## src/rtl/cordic_vec_responder.sv

```systemverilog
// Iterative vectoring-mode CORDIC responder, one micro-rotation per clock.
// Returns gain-compensated magnitude, rotation directions, quadrant and angle.
module cordic_vec_responder #(
    parameter int DATA_WIDTH    = 32,
    parameter int CORDIC_WIDTH  = 38,
    parameter int CORDIC_STAGES = 16,
    parameter int ANGLE_WIDTH   = 16
) (
    input  logic                     clk,
    input  logic                     reset,
    input  logic                     vec_en,
    input  logic [DATA_WIDTH-1:0]    vec_xin,
    input  logic [DATA_WIDTH-1:0]    vec_yin,
    input  logic                     vec_angle_calc_en,
    output logic                     busy,
    output logic                     vec_opvld,
    output logic [DATA_WIDTH-1:0]    vec_xout,
    output logic [CORDIC_STAGES-1:0] vec_microRot_out,
    output logic                     vec_microRot_out_start,
    output logic [1:0]               vec_quad_out,
    output logic [ANGLE_WIDTH-1:0]   vec_angle_out
);
    localparam int FRAC   = 4;
    localparam int CNT_W  = (CORDIC_STAGES > 1) ? $clog2(CORDIC_STAGES) : 1;
    localparam int PROD_W = CORDIC_WIDTH + 17;
    localparam int SCL_W  = PROD_W - 20;
    localparam int EXT_W  = CORDIC_WIDTH - DATA_WIDTH;

    localparam logic [CNT_W-1:0] LAST = CNT_W'(CORDIC_STAGES - 1);
    localparam logic signed [16:0] K_GAIN = 17'sh09B75;
    localparam logic [ANGLE_WIDTH-1:0] HALF_TURN =
        {1'b1, {(ANGLE_WIDTH-1){1'b0}}};
    localparam logic [DATA_WIDTH-1:0] POS_MAX =
        {1'b0, {(DATA_WIDTH-1){1'b1}}};

    typedef enum logic [1:0] {IDLE, ITER, COMP} state_t;

    state_t                          r_state;
    logic signed [CORDIC_WIDTH-1:0]  r_x;
    logic signed [CORDIC_WIDTH-1:0]  r_y;
    logic [ANGLE_WIDTH-1:0]          r_z;
    logic [CNT_W-1:0]                r_cnt;
    logic [CORDIC_STAGES-1:0]        r_rot;
    logic [1:0]                      r_quad;
    logic                            r_aen;
    logic                            r_zero;
    logic                            r_busy;
    logic                            r_opvld;
    logic                            r_start;
    logic [DATA_WIDTH-1:0]           r_xout;
    logic [CORDIC_STAGES-1:0]        r_rot_out;
    logic [1:0]                      r_quad_out;
    logic [ANGLE_WIDTH-1:0]          r_ang_out;

    logic signed [CORDIC_WIDTH-1:0]  w_xext;
    logic signed [CORDIC_WIDTH-1:0]  w_yext;
    logic signed [CORDIC_WIDTH-1:0]  w_xabs;
    logic signed [CORDIC_WIDTH-1:0]  w_yabs;
    logic signed [CORDIC_WIDTH-1:0]  w_xsh;
    logic signed [CORDIC_WIDTH-1:0]  w_ysh;
    logic signed [CORDIC_WIDTH-1:0]  w_xnx;
    logic signed [CORDIC_WIDTH-1:0]  w_ynx;
    logic [ANGLE_WIDTH-1:0]          w_znx;
    logic [ANGLE_WIDTH-1:0]          w_atan;
    logic [CORDIC_STAGES-1:0]        w_rot_nx;
    logic                            w_dir;
    logic signed [PROD_W-1:0]        w_prod;
    logic [SCL_W-1:0]                w_scl;
    logic [DATA_WIDTH-1:0]           w_mag;
    logic [ANGLE_WIDTH-1:0]          w_ang;

    // Arctangent table, pi = 2^(ANGLE_WIDTH-1), values for a 16-bit angle.
    function automatic logic [ANGLE_WIDTH-1:0] atan_lut(
        input logic [CNT_W-1:0] i
    );
        int v;
        case (int'(i))
            0:       v = 8192;
            1:       v = 4836;
            2:       v = 2555;
            3:       v = 1297;
            4:       v = 651;
            5:       v = 326;
            6:       v = 163;
            7:       v = 81;
            8:       v = 41;
            9:       v = 20;
            10:      v = 10;
            11:      v = 5;
            12:      v = 3;
            13:      v = 1;
            14:      v = 1;
            default: v = 0;
        endcase
        return ANGLE_WIDTH'(v);
    endfunction

    assign w_xext = {{EXT_W{vec_xin[DATA_WIDTH-1]}}, vec_xin};
    assign w_yext = {{EXT_W{vec_yin[DATA_WIDTH-1]}}, vec_yin};
    assign w_xabs = vec_xin[DATA_WIDTH-1] ? -w_xext : w_xext;
    assign w_yabs = vec_yin[DATA_WIDTH-1] ? -w_yext : w_yext;

    // One micro-rotation driven by the sign of the current y.
    always_comb begin
        w_dir    = ~r_y[CORDIC_WIDTH-1];
        w_xsh    = r_x >>> r_cnt;
        w_ysh    = r_y >>> r_cnt;
        w_atan   = atan_lut(r_cnt);
        w_rot_nx = r_rot;
        w_rot_nx[r_cnt] = w_dir;
        if (w_dir) begin
            w_xnx = r_x + w_ysh;
            w_ynx = r_y - w_xsh;
            w_znx = r_z + w_atan;
        end else begin
            w_xnx = r_x - w_ysh;
            w_ynx = r_y + w_xsh;
            w_znx = r_z - w_atan;
        end
    end

    assign w_prod = r_x * K_GAIN;
    assign w_scl  = SCL_W'(w_prod >>> 20);

    // Gain compensation with clamping into the non-negative Q16.16 range.
    always_comb begin
        if (w_scl[SCL_W-1]) begin
            w_mag = '0;
        end else if (|w_scl[SCL_W-2:DATA_WIDTH-1]) begin
            w_mag = POS_MAX;
        end else begin
            w_mag = w_scl[DATA_WIDTH-1:0];
        end
    end

    // Map the first-quadrant angle back to the input quadrant.
    always_comb begin
        unique case (r_quad)
            2'b00:   w_ang = r_z;
            2'b10:   w_ang = HALF_TURN - r_z;
            2'b01:   w_ang = -r_z;
            default: w_ang = r_z - HALF_TURN;
        endcase
    end

    // Request FSM: accept, iterate, compensate, with registered outputs.
    always_ff @(posedge clk) begin
        if (reset) begin
            r_state    <= IDLE;
            r_x        <= '0;
            r_y        <= '0;
            r_z        <= '0;
            r_cnt      <= '0;
            r_rot      <= '0;
            r_quad     <= '0;
            r_aen      <= 1'b0;
            r_zero     <= 1'b0;
            r_busy     <= 1'b0;
            r_opvld    <= 1'b0;
            r_start    <= 1'b0;
            r_xout     <= '0;
            r_rot_out  <= '0;
            r_quad_out <= '0;
            r_ang_out  <= '0;
        end else begin
            r_opvld <= 1'b0;
            r_start <= 1'b0;
            unique case (r_state)
                IDLE: begin
                    if (vec_en) begin
                        r_x     <= w_xabs <<< FRAC;
                        r_y     <= w_yabs <<< FRAC;
                        r_z     <= '0;
                        r_cnt   <= '0;
                        r_rot   <= '0;
                        r_quad  <= {vec_xin[DATA_WIDTH-1],
                                    vec_yin[DATA_WIDTH-1]};
                        r_aen   <= vec_angle_calc_en;
                        r_zero  <= (vec_xin == '0) && (vec_yin == '0);
                        r_busy  <= 1'b1;
                        r_state <= ITER;
                    end
                end
                ITER: begin
                    r_x   <= w_xnx;
                    r_y   <= w_ynx;
                    r_z   <= w_znx;
                    r_rot <= w_rot_nx;
                    r_cnt <= r_cnt + 1'b1;
                    if (r_cnt == LAST) begin
                        r_rot_out  <= w_rot_nx;
                        r_quad_out <= r_quad;
                        r_start    <= 1'b1;
                        r_state    <= COMP;
                    end
                end
                COMP: begin
                    r_xout    <= w_mag;
                    r_ang_out <= (r_aen && !r_zero) ? w_ang : '0;
                    r_opvld   <= 1'b1;
                    r_busy    <= 1'b0;
                    r_state   <= IDLE;
                end
                default: r_state <= IDLE;
            endcase
        end
    end

    assign busy                   = r_busy;
    assign vec_opvld              = r_opvld;
    assign vec_xout               = r_xout;
    assign vec_microRot_out       = r_rot_out;
    assign vec_microRot_out_start = r_start;
    assign vec_quad_out           = r_quad_out;
    assign vec_angle_out          = r_ang_out;

endmodule

```

## config.mk

```make
export PLATFORM = sky130hd
export DESIGN_NAME = cordic_vec_responder
export DESIGN_NICKNAME = d
export VERILOG_FILES = /design/src/rtl/cordic_vec_responder.sv
export SDC_FILE = /design/constraint.sdc
export NUM_CORES = 2
export LEC_CHECK = 0
export CAP_MARGIN = 5
export CORE_MARGIN = 2
export CORE_UTILIZATION = 50
export CTS_BUF_LIST = sky130_fd_sc_hd__clkbuf_16
export CTS_CLUSTER_SIZE = 30
export DETAILED_ROUTE_END_ITERATION = 12
export GPL_TIMING_DRIVEN = 0
export PLACE_DENSITY = 0.73
export SLEW_MARGIN = 20
export SYNTH_ARGS = -nofsm -noshare
export SYNTH_HDL_FRONTEND = slang
export SYNTH_SLANG_ARGS = --single-unit
```

## constraint.sdc

```tcl
create_clock -name clk -period 6.9 [get_ports clk]
set_input_delay 1.38 -clock clk [delete_from_list [all_inputs] [get_ports clk]]
set_output_delay 1.38 -clock clk [all_outputs]
set_load 0.02 [all_outputs]
```

Yosys cells after proc, flatten, opt, wreduce, memory -nomap -nowiden
Memory sizes are Yosys's and may differ from the RTL's. A register that Yosys moved wholly into a read port is not among the register bits. Index checks and enable logic that the tools add are counted. Widths: inputs -> output; s select.

Bits in read-only memories: 224. Logic and storage cells: 90. Register bits after elaboration: 187. Memories: 1. Input port bits: 68. Output and inout port bits: 69.

Shifts and indexed selects: 2. Muxes and demuxes: 30. Bitwise gates (word level): 2. Multiply operators: 1. $add $sub $neg: 12. Magnitude comparators: 2. Eq/ne operators: 7. Reductions and logical operators: 17.

Memories: (no name shown) (words 16, width 14, rd ports 1, clocked after memory_dff 1, wr ports 0, line 77) `case (int'(i))`.

Operators with widths (number): $mux 38 (4); $pmux 38 s2 (2); $add 38x38->38 (2); $sshr 38x4->38 (2); $sub 38x38->38 (2); $mux 34 (2); $neg 32->34 (2); $logic_not 32->1 (2); $mux 32 (2); $pmux 16 s2 (2); $mul 38x17->55 const B (1); $mux 16 (3); $pmux 16 s3 (1); $add 16x16->16 (1); $bwmux 16 (1); $neg 16->16 (1); $sub 16x16->16 (1); $sub 16x16->16 const A (1); $sub 16x16->16 const B (1); $mux 4 (3); $reduce_and 2->1 (5); $pmux 4 s2 (1); $lt 4x5->1 const B (1); $add 4x1->4 const B (1); 17 further kinds (29).

Logic depth before layout (Yosys ltp)
Depth in word-level cells: 6. Depth in mapped cells: 28. Depth with buffers taken out: 23.

Least setup slack after synthesis
No wires, ideal clock.

Path type: register -> register. From: reg r_x[17]. To: reg r_xout[28] (netlist: vec_xout[28]). Data required time: 6778 ps. Slack: 578 ps. Arrival: 6200 ps. Path buffers: 1. Clock period less this slack: 6322 ps. Library setup time: 122 ps. Cell stages (with the launch flop): 22. Cells stage by stage: dfxtp_1 -> ha_1 -> inv_1 -> fa_1 -> fa_1 -> inv_1 -> fa_1 -> fa_1 -> inv_1 -> fa_1 -> inv_1 -> ha_1 -> clkbuf_1 -> nand2_1 -> or4_1 -> o311ai_1 -> a31oi_1 -> o211a_1 -> nor2_1 -> nor4bb_1 -> or3_1 -> o32a_1.

Longest elaborated chain between the ends: 4.

RTL lines: start, declared (line 39) `logic signed [CORDIC_WIDTH-1:0] r_x;`; start signal, assigned (line 171) `r_x <= w_xabs <<< FRAC;`; start signal, assigned (line 185) `r_x <= w_xnx;`; $mul 38x17->55 (*) (line 122) `assign w_prod = r_x * K_GAIN;`; $reduce_or 3->1 (line 129) `end else if (|w_scl[SCL_W-2:DATA_WIDTH-1]) begin`; $mux 32 (line 129); $mux 32 (*) (line 127) `if (w_scl[SCL_W-1]) begin`; end signal, assigned (line 198) `r_xout <= w_mag;`; end, declared (line 50) `logic [DATA_WIDTH-1:0] r_xout;`.

Mark *: on every way between the ends. The rest lies on a longest branch, timed or not. A chain may end at the register's enable or synchronous reset.

Worst setup path after layout
From: reg r_x[16]. To: reg r_xout[28] (netlist: vec_xout[28]).

Same word-level chain as after synthesis.

==> flow_summary.yaml <==
run_status:
  status: "finished clean"
drt:
  dr.pass1.iters: 6
  viasPerCell: 6.212
  first_iter_violations: 3297
  drc: 0
  drt-total-wl_um: 120500
  wl_per_cell_um: 24.48
  antenna_left: 0
  vias: 30584
synthesis:
  synth_seq_cells: 200
  synth_top_area_share_pct: 17.81
  netlist_instances: 3870
  avgSynthCellArea_um2: 8.425
  syn_area_um2: 32600
  yosys_warnings: 0
  synth_area_leaders: "fa_1 (18%), ha_1 (14%), dfxtp_1 (12%), inv_1 (6.3%), a21oi_1 (4.7%)"
  synth_cell_types: 101
  synth_top_area_cell: "fa_1"
  async_flop_share_pct: 0
  syn_nets: 4586
  synthFlopType: "dfxtp_1"
  synth_edf_count: 0
  ys_seq_area_share_pct: 12.28
sta:
  timing.fmax_mhz: 148.9
  whs_ns: 0.4441
  hold_viol: 0
  relSlewSlack_pct: 15.23
  tightest_slew_ns: 1.272
  period_share_pct: 97.32
  clock_skew_ns: 0.03443
  drv_slew: 0
  setup_viol: 0
  fin_crit_ns: 6.715
  tns_ns: 0
final_layout:
  fin_nets: 4766
  drive_above_1_share_pct: 8.885
  final_common_cell: "inv_1"
  nFillCells: 5966
  multi_input_area_um2: 25990
  regArea_um2: 4126
  area_delta_synth_final_pct: 11.63
  layout_common_cells: "inv_1 (543), ha_1 (341), nor2_1 (321)"
global_routing:
  grt_usage_pct: 35.56
  grt_max_degree: 25
  grt-ovfl-total: 0
  grt_pass1_wl_um: 178500
  antenna_found_initial: 7
  grt_pass1_vias: 28767
placed_design:
  place.gp.congestion: 1.018
  port_buffers: 136
  dpl.hpwl_um: 94910
clock_network:
  cts_max_level: 4
  numCtsBuffers: 17
  cts_tree: "done"
  clk_pin_slew_ns: 0.09
  cts_sinks: 200
  cts_hold_buf: 0
  clk_latency_ns: 0.54
  cts_buffer_depth: 2
  cts-root-buf: "clkbuf_16"
die:
  die_h_um: 259.4
  io_pins: 137
  die_w_um: 259.4
  core_um2: 64460
  num_rows: 93
  start_util_pct: 50.58
  dieArea_um2: 67270
setup_path:
  crit_required_ns: 7.31
  worstPathMaxFanout: 13
  end_kind: "flip-flop"
  critPathArrivalTime_ns: 7.13
  crit_type: "reg2reg"
  startpoint_type: "flip-flop"
job:
  max_cap_violations: 0
worst_hold_path:
  min_path_type: "reg2reg"
-- registers in the layout (all words and copies together), names as in the netlist --
name                    cells
vec_xout                   32
r_aen                       1
vec_angle_out              16
r_zero                      1
r_cnt                       4
busy                        1
vec_opvld                   1
r_state                     2
vec_microRot_out           16
r_z                        16
r_y                        38
w_atan                     14
vec_quad_out                2
r_x                        38
r_quad                      2
vec_microRot_out_start      1
r_rot                      15
-- layer usage --
metal | part of all wire [%] | track usage (%) | routed length, um
met5 | 0.013 | 0 | 16
met1 | 43 | 49.63 | 51280
met4 | 5.4 | 18.10 | 6453
met2 | 42 | 51.93 | 51020
met3 | 9.7 | 7.274 | 11730
-- worst max-delay path: stages (launching register included) --
cell and delay, ns:
dfxtp_4 0.45, ha_2 0.42, inv_1 0.08, fa_1 0.51, fa_1 0.52, inv_1 0.05
fa_1 0.50, fa_1 0.56, inv_1 0.06, fa_1 0.54, inv_1 0.04, ha_1 0.33
nand3_1 0.10, or4_1 0.55, o311ai_4 0.49, a31oi_4 0.20, o211a_1 0.31, nor2_2 0.18
nor4bb_1 0.07, or3_1 0.36, o32a_1 0.28
-- area by class of cell --
cell class,instances,area share (%)
timing repair buffer,164,4.407
tap,855,2.939
clock buffer,17,1.169
clock inverter,15,0.5913
sequential,200,11.34
antenna,5,0.03438
multi-input combinational,2953,71.40
buffer,167,2.468
inverter,547,5.655
-- per-stage QoR --
step | cells | setup WS [ns] | utilization [%] | instance area (um2)
finish | 4923 | 0.1848 | 56.46 | 36400
global route | 4922 | -0.07388 | 56.46 | 36390
CTS | 4894 | 0.009271 | 55.66 | 35880
detailed placement | 4861 | -1.781 | 54.36 | 35040
global placement | 4861 | -1.710 | 54.35 | 35030
floorplan | 3870 | 0.5782 | - | 32600
-- worst paths after layout --
check / startpoint / end / cells past startpoint / slack (ns)
max: r_x[16]$_SDFFE_PP0P_ / vec_xout[28]$_SDFFE_PP0P_ / 20 / 0.18
min: vec_angle_out[6]$_SDFFE_PP0P_ / vec_angle_out[6]$_SDFFE_PP0P_ / 2 / 0.44
max reg2reg: r_x[16]$_SDFFE_PP0P_ / vec_xout[28]$_SDFFE_PP0P_ / 20 / 0.18
min reg2reg: vec_angle_out[6]$_SDFFE_PP0P_ / vec_angle_out[6]$_SDFFE_PP0P_ / 2 / 0.44
-- timing repair --
item / in CTS / in global routing
pin swaps: 1 / 12
buffers inserted: 4 / 23
endpoints found under the setup margin: 68 / 59
gates cloned: 0 / 0
gates resized for setup: 70 / 101
-- Yosys cell counts, drive strengths merged, types with 51 or more instances --
library cell / number
fa: 290
ha: 358
o21ai: 189
xnor2: 115
buf: 54
a31oi: 51
mux4: 67
clkbuf: 115
mux2i: 77
dfxtp: 200
xor2: 117
a211oi: 77
nand2: 241
a21oi: 307
inv: 544
nor3: 71
nand3: 68
nor2: 325
-- cells by family (layout without fill, tap and decap cells) --
group           count (synthesis)  after routing  share of synthesized area (%)
compound gates                963            963                          19.00
simple gates                  917            917                          13.18
buf+inv                       717            910                          8.953
fa+ha+maj                     648            648                          31.55
xor+xnor                      232            232                          6.232
flops                         200            200                          12.28
mux                           193            193                          8.807
other cells                     0              5                              0
Power is left out: the tool's default activity adds up to more than one toggle a clock period on the data nets, which glitch-free logic cannot reach.
